===== src/rtl/i2s_tdm_rx.sv =====
// I2S / TDM receive master: generates scki/bck/lrck, deserialises CH slots
// per frame and queues {slot, sample} in a registered-head FIFO.
`timescale 1ns/1ps
module i2s_tdm_rx #(
  parameter int WIDTH = 24,
  parameter int SLOT  = 32,
  parameter int CH    = 2,
  parameter int DIV   = 2,
  parameter int DEPTH = 4,
  localparam int CW   = (CH > 2) ? $clog2(CH) : 1
) (
  input  logic             clk,
  input  logic             reset,
  input  logic             en,
  input  logic             mode,
  input  logic             din,
  output logic             scki,
  output logic             bck,
  output logic             lrck,
  output logic [WIDTH-1:0] sample,
  output logic [CW-1:0]    sample_ch,
  output logic             valid,
  input  logic             ready,
  output logic             overflow,
  input  logic             ovf_clr
);

  localparam int DW = (DIV > 1) ? $clog2(DIV) : 1;
  localparam int BW = $clog2(SLOT);
  localparam int AW = $clog2(DEPTH);
  localparam int NW = AW + 1;
  localparam logic [DW-1:0] DIV_LAST  = DW'(DIV - 1);
  localparam logic [BW-1:0] BIT_LAST  = BW'(SLOT - 1);
  localparam logic [BW-1:0] I2S_LAST  = BW'(WIDTH);
  localparam logic [BW-1:0] LJ_LAST   = BW'(WIDTH - 1);
  localparam logic [CW-1:0] SLOT_LAST = CW'(CH - 1);
  localparam logic [CW-1:0] SLOT_HALF = CW'(CH / 2);
  localparam logic [NW-1:0] FULL_N    = NW'(DEPTH);

  logic [DW-1:0]       div_q, div_d;
  logic [BW-1:0]       bit_q, bit_d;
  logic [CW-1:0]       slot_q, slot_d;
  logic                bck_q, bck_d;
  logic                lrck_q, lrck_d;
  logic                scki_q, scki_d;
  logic                mode_q, mode_d;
  logic [WIDTH-1:0]    shift_q, shift_d;
  logic                pend_q, pend_d;
  logic [CW-1:0]       pch_q, pch_d;
  logic [WIDTH+CW-1:0] mem_q [DEPTH];
  logic [AW-1:0]       wr_q, wr_d, rd_q, rd_d;
  logic [NW-1:0]       cnt_q, cnt_d, total;
  logic                valid_q, valid_d;
  logic [WIDTH-1:0]    sample_q, sample_d;
  logic [CW-1:0]       ch_q, ch_d;
  logic                ovf_q, ovf_d;

  logic tick, rise, fall, in_win, last, cap;
  logic pop, full, acc, drop, load;

  assign tick = (div_q == DIV_LAST);
  assign rise = en & tick & ~bck_q;
  assign fall = en & tick & bck_q;

  // I2S frames the sample one bck after slot start; LJ starts at bit 0
  assign in_win = mode_q ? (bit_q <= LJ_LAST)
                         : (bit_q != '0 && bit_q <= I2S_LAST);
  assign last   = mode_q ? (bit_q == LJ_LAST) : (bit_q == I2S_LAST);
  assign cap    = rise & in_win;

  always_comb begin
    div_d  = div_q;
    bit_d  = bit_q;
    slot_d = slot_q;
    bck_d  = bck_q;
    lrck_d = lrck_q;
    scki_d = scki_q;
    mode_d = mode_q;
    if (!en) begin
      div_d  = '0;
      bit_d  = '0;
      slot_d = '0;
      bck_d  = 1'b0;
      lrck_d = 1'b0;
      scki_d = 1'b0;
      mode_d = mode;
    end else begin
      scki_d = ~scki_q;
      div_d  = tick ? '0 : div_q + 1'b1;
      if (tick) bck_d = ~bck_q;
      if (fall) begin
        if (bit_q == BIT_LAST) begin
          bit_d  = '0;
          slot_d = (slot_q == SLOT_LAST) ? '0 : slot_q + 1'b1;
        end else begin
          bit_d = bit_q + 1'b1;
        end
        lrck_d = (slot_d >= SLOT_HALF);
      end
    end
  end

  always_comb begin
    shift_d = '0;
    if (en) shift_d = cap ? {shift_q[WIDTH-2:0], din} : shift_q;
    pend_d = cap & last;
    pch_d  = (cap & last) ? slot_q : pch_q;
  end

  assign pop   = valid_q & ready;
  assign total = cnt_q + NW'(valid_q);
  assign full  = (total == FULL_N);
  assign acc   = pend_q & (~full | pop);
  assign drop  = pend_q & full & ~pop;
  assign load  = (~valid_q | pop) & (cnt_q != '0);

  // the head register refills only from storage, so a push never bypasses
  always_comb begin
    valid_d  = valid_q;
    sample_d = sample_q;
    ch_d     = ch_q;
    if (~valid_q | pop) valid_d = (cnt_q != '0);
    if (load) {ch_d, sample_d} = mem_q[rd_q];
    rd_d  = rd_q + AW'(load);
    wr_d  = wr_q + AW'(acc);
    cnt_d = cnt_q + NW'(acc) - NW'(load);
    ovf_d = drop ? 1'b1 : (ovf_clr ? 1'b0 : ovf_q);
  end

  always_ff @(posedge clk) begin
    if (acc) mem_q[wr_q] <= {pch_q, shift_q};
  end

  always_ff @(posedge clk or negedge reset) begin
    if (!reset) begin
      div_q    <= '0;
      bit_q    <= '0;
      slot_q   <= '0;
      bck_q    <= 1'b0;
      lrck_q   <= 1'b0;
      scki_q   <= 1'b0;
      mode_q   <= 1'b0;
      shift_q  <= '0;
      pend_q   <= 1'b0;
      pch_q    <= '0;
      wr_q     <= '0;
      rd_q     <= '0;
      cnt_q    <= '0;
      valid_q  <= 1'b0;
      sample_q <= '0;
      ch_q     <= '0;
      ovf_q    <= 1'b0;
    end else begin
      div_q    <= div_d;
      bit_q    <= bit_d;
      slot_q   <= slot_d;
      bck_q    <= bck_d;
      lrck_q   <= lrck_d;
      scki_q   <= scki_d;
      mode_q   <= mode_d;
      shift_q  <= shift_d;
      pend_q   <= pend_d;
      pch_q    <= pch_d;
      wr_q     <= wr_d;
      rd_q     <= rd_d;
      cnt_q    <= cnt_d;
      valid_q  <= valid_d;
      sample_q <= sample_d;
      ch_q     <= ch_d;
      ovf_q    <= ovf_d;
    end
  end

  assign scki      = scki_q;
  assign bck       = bck_q;
  assign lrck      = lrck_q;
  assign sample    = sample_q;
  assign sample_ch = ch_q;
  assign valid     = valid_q;
  assign overflow  = ovf_q;

endmodule

===== config.mk =====
export PLATFORM = sky130hd
export DESIGN_NAME = i2s_tdm_rx
export DESIGN_NICKNAME = d
export VERILOG_FILES = /design/src/rtl/i2s_tdm_rx.sv
export SDC_FILE = /design/constraint.sdc
export NUM_CORES = 1
export LEC_CHECK = 0
export BUFFER_PORTS_ARGS = -buffer_cell sky130_fd_sc_hd__buf_4
export CORE_ASPECT_RATIO = 0.9
export CORE_MARGIN = 10
export CORE_UTILIZATION = 31
export DETAILED_ROUTE_END_ITERATION = 8
export MAX_ROUTING_LAYER = met4
export PLACE_DENSITY = 0.54
export SYNTH_ARGS = -nofsm -noshare
export SYNTH_HDL_FRONTEND = slang
export SYNTH_SLANG_ARGS = --single-unit

===== constraint.sdc =====
create_clock -name clk -period 4.6 [get_ports clk]
set_input_delay 0.46 -clock clk [delete_from_list [all_inputs] [get_ports clk]]
set_output_delay 0.46 -clock clk [all_outputs]
set_load 0.05 [all_outputs]

Word level (Yosys, flattened, before mapping)

Memory sizes are Yosys's and may differ from the RTL's. A register that Yosys moved wholly into a read port is not among the register bits.
Cells that the tools add are included.

Flip-flop bits (word level): 46
Input bits: 7
Word-level logic and storage cells: 80
Memories kept: 1
Output and inout bits: 30
Memory bits (writable): 100

Bitwise operators: 17
Magnitude comparators: 3
Eq/ne operators: 7
Muxes and demuxes: 24
Reductions and logical operators: 5
Add/sub/neg operators: 8

Memory list:

| name  | words | bits a word | read ports | clocked after memory_dff | write ports | line | text |
|---|---|---|---|---|---|---|---|
| mem_q | 4     | 25          | 1          | 1                        | 1           | 50   | `logic [WIDTH+CW-1:0] mem_q [DEPTH];` |

Operators by type and width:

| operator                                                        | count |
|---|---|
| 24-bit 2-to-1 mux                                               | 2 |
| 1-bit 2-to-1 mux                                                | 19 |
| 5-bit == test, second input constant                            | 3 |
| 5-bit 2-to-1 mux                                                | 3 |
| 1-bit AND                                                       | 10 |
| 5-bit less-or-equal comparator, second input constant           | 2 |
| 3-bit by 1-bit adder with 3-bit output                          | 2 |
| 2-bit by 1-bit != test with 1-bit output, second input constant | 3 |
| 5-bit by 1-bit adder with 5-bit output, second input constant   | 1 |
| 1-bit inverter                                                  | 5 |
| 5-bit nonzero test                                              | 1 |
| 2-bit by 1-bit adder with 2-bit output                          | 2 |
| 3-bit == test, second input constant                            | 1 |
| 3-bit nonzero test                                              | 1 |
| 3-bit by 1-bit subtractor with 3-bit output                     | 1 |
| 1-bit adder, second input constant                              | 2 |
| 1-bit bitwise OR                                                | 2 |
| 2-bit nonzero test                                              | 1 |
| 1-bit >= comparator, second input constant                      | 1 |
| 1-bit logical AND                                               | 1 |
| 1-bit logical NOT                                               | 1 |

Depth between registers and ports, before layout

Depth in word-level cells: 8
Gate-level depth with buffers: 13
Gate-level depth less buffers: 13

Least setup slack after synthesis

Ideal clock, no wire load.

Kind: reg-to-reg
Start point: register valid_q, in the netlist valid
End point: memory mem_q[1][0] in the netlist's numbering, enable pin
Period minus slack after synthesis: 3848 ps
Slack: 752 ps
Stages on the path, launching flop included: 8
Required time: 4156 ps
Path buffers: 0
Data arrival time: 3404 ps
Library setup time: 444 ps
Cell sequence: dfrtp_1 ha_1 ha_1 nor2_1 o21ai_0 a221o_1 nand2_1 nor3b_1

Longest elaborated chain between the ends: 7
Elaborated cells on any way between the ends: 8
Classes of those cells: add/sub: 1; eq/ne: 1; mux: 2; bitwise: 4

Ends and longest elaborated chain:

| item                                       | line | text |
|---|---|---|
| start, declared                            | 53   | `logic valid_q, valid_d;` |
| start signal, assigned                     | 167  | `valid_q <= valid_d;` |
| 3-bit by 1-bit adder with 3-bit output     | 111  | `assign total = cnt_q + NW'(valid_q);` |
| 3-bit == test                              | 112  | `assign full = (total == FULL_N);` |
| 1-bit inverter                             | 113  | `assign acc = pend_q & (~full \| pop);` |
| 1-bit bitwise OR (*)                       | 113  |  |
| 1-bit AND (*)                              | 113  |  |
| 1-bit 2-to-1 mux (*)                       | 131  | `if (acc) mem_q[wr_q] <= {pch_q, shift_q};` |
| 1-bit 2-to-1 mux (implied by the code) (*) | 131  |  |
| end, declared                              | 50   |  |

Every way passes the cells marked *; elsewhere a longest branch is shown, timed or not.

Worst setup path after layout

Start point: register valid_q, in the netlist valid
End point: register cnt_q[2]

Longest elaborated chain between the ends: 7
Elaborated cells on any way between the ends: 11
Classes of those cells: add/sub: 3; eq/ne: 1; bitwise: 7

Ends and longest elaborated chain:

| item                                            | line | text |
|---|---|---|
| 3-bit by 1-bit adder with 3-bit output          | 111  |  |
| 3-bit == test                                   | 112  |  |
| 1-bit inverter                                  | 113  |  |
| 1-bit bitwise OR                                | 113  |  |
| 1-bit AND                                       | 113  |  |
| 3-bit by 1-bit adder with 3-bit output          | 126  | `cnt_d = cnt_q + NW'(acc) - NW'(load);` |
| 3-bit by 1-bit subtractor with 3-bit output (*) | 126  |  |
| named net cnt_d[2]                              | 52   | `logic [NW-1:0] cnt_q, cnt_d, total;` |
| end signal, assigned                            | 166  | `cnt_q <= cnt_d;` |
| end, declared                                   | 52   |  |

Mark *: on every way through the listed nets, which the timed path passes. The rest lies on a longest branch.
A chain may end at the register's enable or synchronous reset.

==> impl_metrics.toml <==
[logic_synthesis]
ys.warnings.count = 0
syn_area_per_cell_sq_um = 18.6
synth_seq_area_share_pct = 71.6
syn_nets = 375
synthCells = 358
synth_cell_type_count = 36
syn_area_sq_um = 6640
synth_seq_cells = 170

[timing]
worst_slack_ns = 1.71
fin_crit_sh_pct = 62.8
setup_tns_ns = 0
fmax_mhz = 346
setup_violations = 0
rsz0062_at_grt = "false"
worst_slew_pin_slew_ns = 0.975
min_period_ns = 2.89
fin_skew_ns = 0.00801
drv_slew = 0
relSlewSlack_pct = 35.0
finalHoldViolations = 0
whs_ns = 0.205

[route]
vias = 3165
avgRoutedWirePerCell_um = 16.8
drc = 0
avgViaCountPerCell = 4.48
wl_um = 11900
drtIter0Drc = 142
drtPass1Iterations = 4
ant_nets = 0

[setup_path]
cp_cell_sequence = "ha_1 -> ha_1 -> nor2_1 -> o21ai_0 -> a221o_1 -> nand2_1 -> ha_1 -> inv_1 -> ha_1 -> inv_1 -> fa_1 -> xnor2_1 -> xnor2_1"
timing.critical_path.fanout_max = 5
cp-start-kind = "flop"
critPathTopFamily = "adder cells"
worst-path-buf-inv = 2
critPathSlowestCell = "dfrtp_1"
rr_startpoint = "valid"
r2r_setup_slack_ns = 1.71
critical_path_class = "flop to flop"
cp_data_arrival_time_ns = 3.19
required_ns = 4.90
r2r_cells = 13
r2r_end = "cnt_q[2]"
cp_common_cell = "ha_1"
critPathMaxStageDelay_ns = 0.43
cp-end-kind = "flop"

[power_and_ir_drop]
leakagePower_nw = 3.24
power.density_nw_per_um2 = 550
irDropWorstVdd_v = 0.000251

[placed_design]
hpwl_um = 6710
pre_cts_slack_ns = 1.71
port-buffer-count = 36
gp_congestion = 0.723
place_area_sq_um = 7270

[status]
status = "finished, final reports clean"

[layout]
area_delta_synth_final_pct = 17.8
drive_above_1_share_pct = 30.6
fin_area_sq_um = 7820
fin_util_pct = 37.3
nNetsFinal = 425
n_antenna_cell = 0
layout_commonest_cell = "edfxtp_1"
mostFrequentLayoutCells = "edfxtp_1, dfrtp_1, buf_4"

[die]
io_pins = 37
rows = 50
core_sq_um = 21000
dieArea_sq_um = 27700
die_h_um = 159
start_util_pct = 31.7
die_width_um = 174

[global_route]
use_met3_pct = 3.27
gr-usage-met1_pct = 11.6
grt-ovfl-total = 0
busiest_layer = "met2"
grt_max_degree = 71
grtUsageTotal_pct = 9.25
met2_usage_pct = 13.7
grt_pass1_vias = 3437
grt_pass1_wl_um = 19300
antenna_found_initial = 0

[job]
maxCapViolations = 0

[cts]
ctsResizeCount = 0
cts.sinks = 170
postCtsHoldBufs = 0
cts_root_buffer = "clkbuf_16"
clk_pin_slew_ns = 0.06
cts_tree = "built"
cts_setup_buffers = 0
clockBufferDepth = 2
clkLatencyLatePin_ns = 0.42
numCtsBuffers = 17
htree_levels = 4

[min_path]
hold_path.class = "primary input to async pin"
-- sequential cells by signal, indices dropped and copies added (netlist names) --
signal / count
bck: 1
bit_q: 5
cnt_q: 3
div_q: 1
mem_q: 100
mode_q: 1
overflow: 1
pch_q: 1
pend_q: 1
rd_q: 2
sample: 24
sample_ch: 1
scki: 1
shift_q: 24
slot_q: 1
valid: 1
wr_q: 2
-- metal layers --
metal / share of wire (%) / vias up / wire length (um)
li1: - / 1462 / -
met1: 47 / 1647 / 5580
met2: 49 / 49 / 5760
met3: 3.8 / 7 / 452
met4: 0.62 / 0 / 73
met5: 0 / - / 0
-- worst reg2reg max path, stage by stage, from the launching register on --
cell     delay [ns]
dfrtp_1        0.43
ha_1           0.22
ha_1           0.26
nor2_1         0.10
o21ai_0        0.08
a221o_1        0.28
nand2_1        0.22
ha_1           0.28
inv_1          0.06
ha_1           0.12
inv_1          0.05
fa_1           0.39
xnor2_1        0.15
xnor2_1        0.13
-- final cells by class --
class                           count  area [sq um]
Clock buffer                       22           454
Clock inverter                     10           101
Fill cell                        1952         13100
Inverter                           10          37.5
Multi-Input combinational cell    165          1790
Sequential cell                   170          4750
Tap cell                          286           358
Timing Repair Buffer               44           330
-- worst max path at each step --
stage,cells after the start,startpoint,slack (ns),endpoint
floorplan,7,valid,0.75,mem_q[1][0]
global placement,13,valid,1.84,cnt_q[2]
detailed placement,13,valid,1.71,cnt_q[2]
CTS,13,valid,1.70,cnt_q[2]
global route,13,valid,1.56,cnt_q[2]
finish,13,valid,1.71,cnt_q[2]
-- cell usage after synthesis --
| library cell | n | area [sq um] |
|---|---|---|
| a21boi_0 | 3 | 22.5 |
| a21oi_1 | 2 | 10.0 |
| a21oi_2 | 1 | 8.76 |
| a221o_1 | 1 | 10.0 |
| a31oi_1 | 2 | 12.5 |
| and2_1 | 3 | 18.8 |
| and3_1 | 2 | 12.5 |
| and3b_1 | 1 | 8.76 |
| and4b_1 | 1 | 10.0 |
| buf_2 | 5 | 25.0 |
| buf_8 | 2 | 30.0 |
| clkbuf_1 | 6 | 22.5 |
| dfrtp_1 | 70 | 1750 |
| edfxtp_1 | 100 | 3000 |
| fa_1 | 1 | 20.0 |
| ha_1 | 9 | 113 |
| inv_1 | 10 | 37.5 |
| mux2_2 | 27 | 304 |
| mux2i_1 | 25 | 250 |
| mux4_2 | 25 | 563 |
| nand2_1 | 3 | 11.3 |
| nand3_1 | 3 | 15.0 |
| nand3b_1 | 2 | 15.0 |
| nor2_1 | 3 | 11.3 |
| nor2_2 | 1 | 6.26 |
| nor2b_1 | 28 | 175 |
| nor2b_2 | 1 | 8.76 |
| nor3_1 | 3 | 15.0 |
| nor3b_1 | 3 | 22.5 |
| o21ai_0 | 5 | 25.0 |
| o221ai_4 | 1 | 26.3 |
| o22ai_1 | 1 | 6.26 |
| or4_1 | 1 | 7.51 |
| or4b_2 | 1 | 10.0 |
| xnor2_1 | 3 | 26.3 |
| xor2_1 | 3 | 26.3 |
-- where the power goes --
group	total, W	internal [W]	switching, W
logic	0.00113	0.000488	0.000637
clock network	0.00134	0.000805	0.000538
registers	0.00184	0.00173	0.000110
-- cell families (layout without fill, tap and decap cells) --
| family | count (synthesis) | count (layout) | share of synthesized area (%) |
|---|---|---|---|
| AOI/OAI and AO/OA | 16 | 16 | 1.83 |
| xor gates and xnor gates | 6 | 6 | 0.791 |
| adders and majority gates | 10 | 10 | 2.00 |
| buffers and inverters | 23 | 86 | 1.73 |
| DFF | 170 | 170 | 71.6 |
| muxes | 77 | 77 | 16.8 |
| and+or+nand+nor | 56 | 56 | 5.24 |
-- metrics by stage --
step,instances,total power (W)
floorplan,358,0.00269
global placement,675,0.00301
detailed placement,675,0.00303
CTS,707,0.00439
global route,707,0.00453
finish,707,0.00430
No activity file was read; power rests on OpenSTA's default activity.
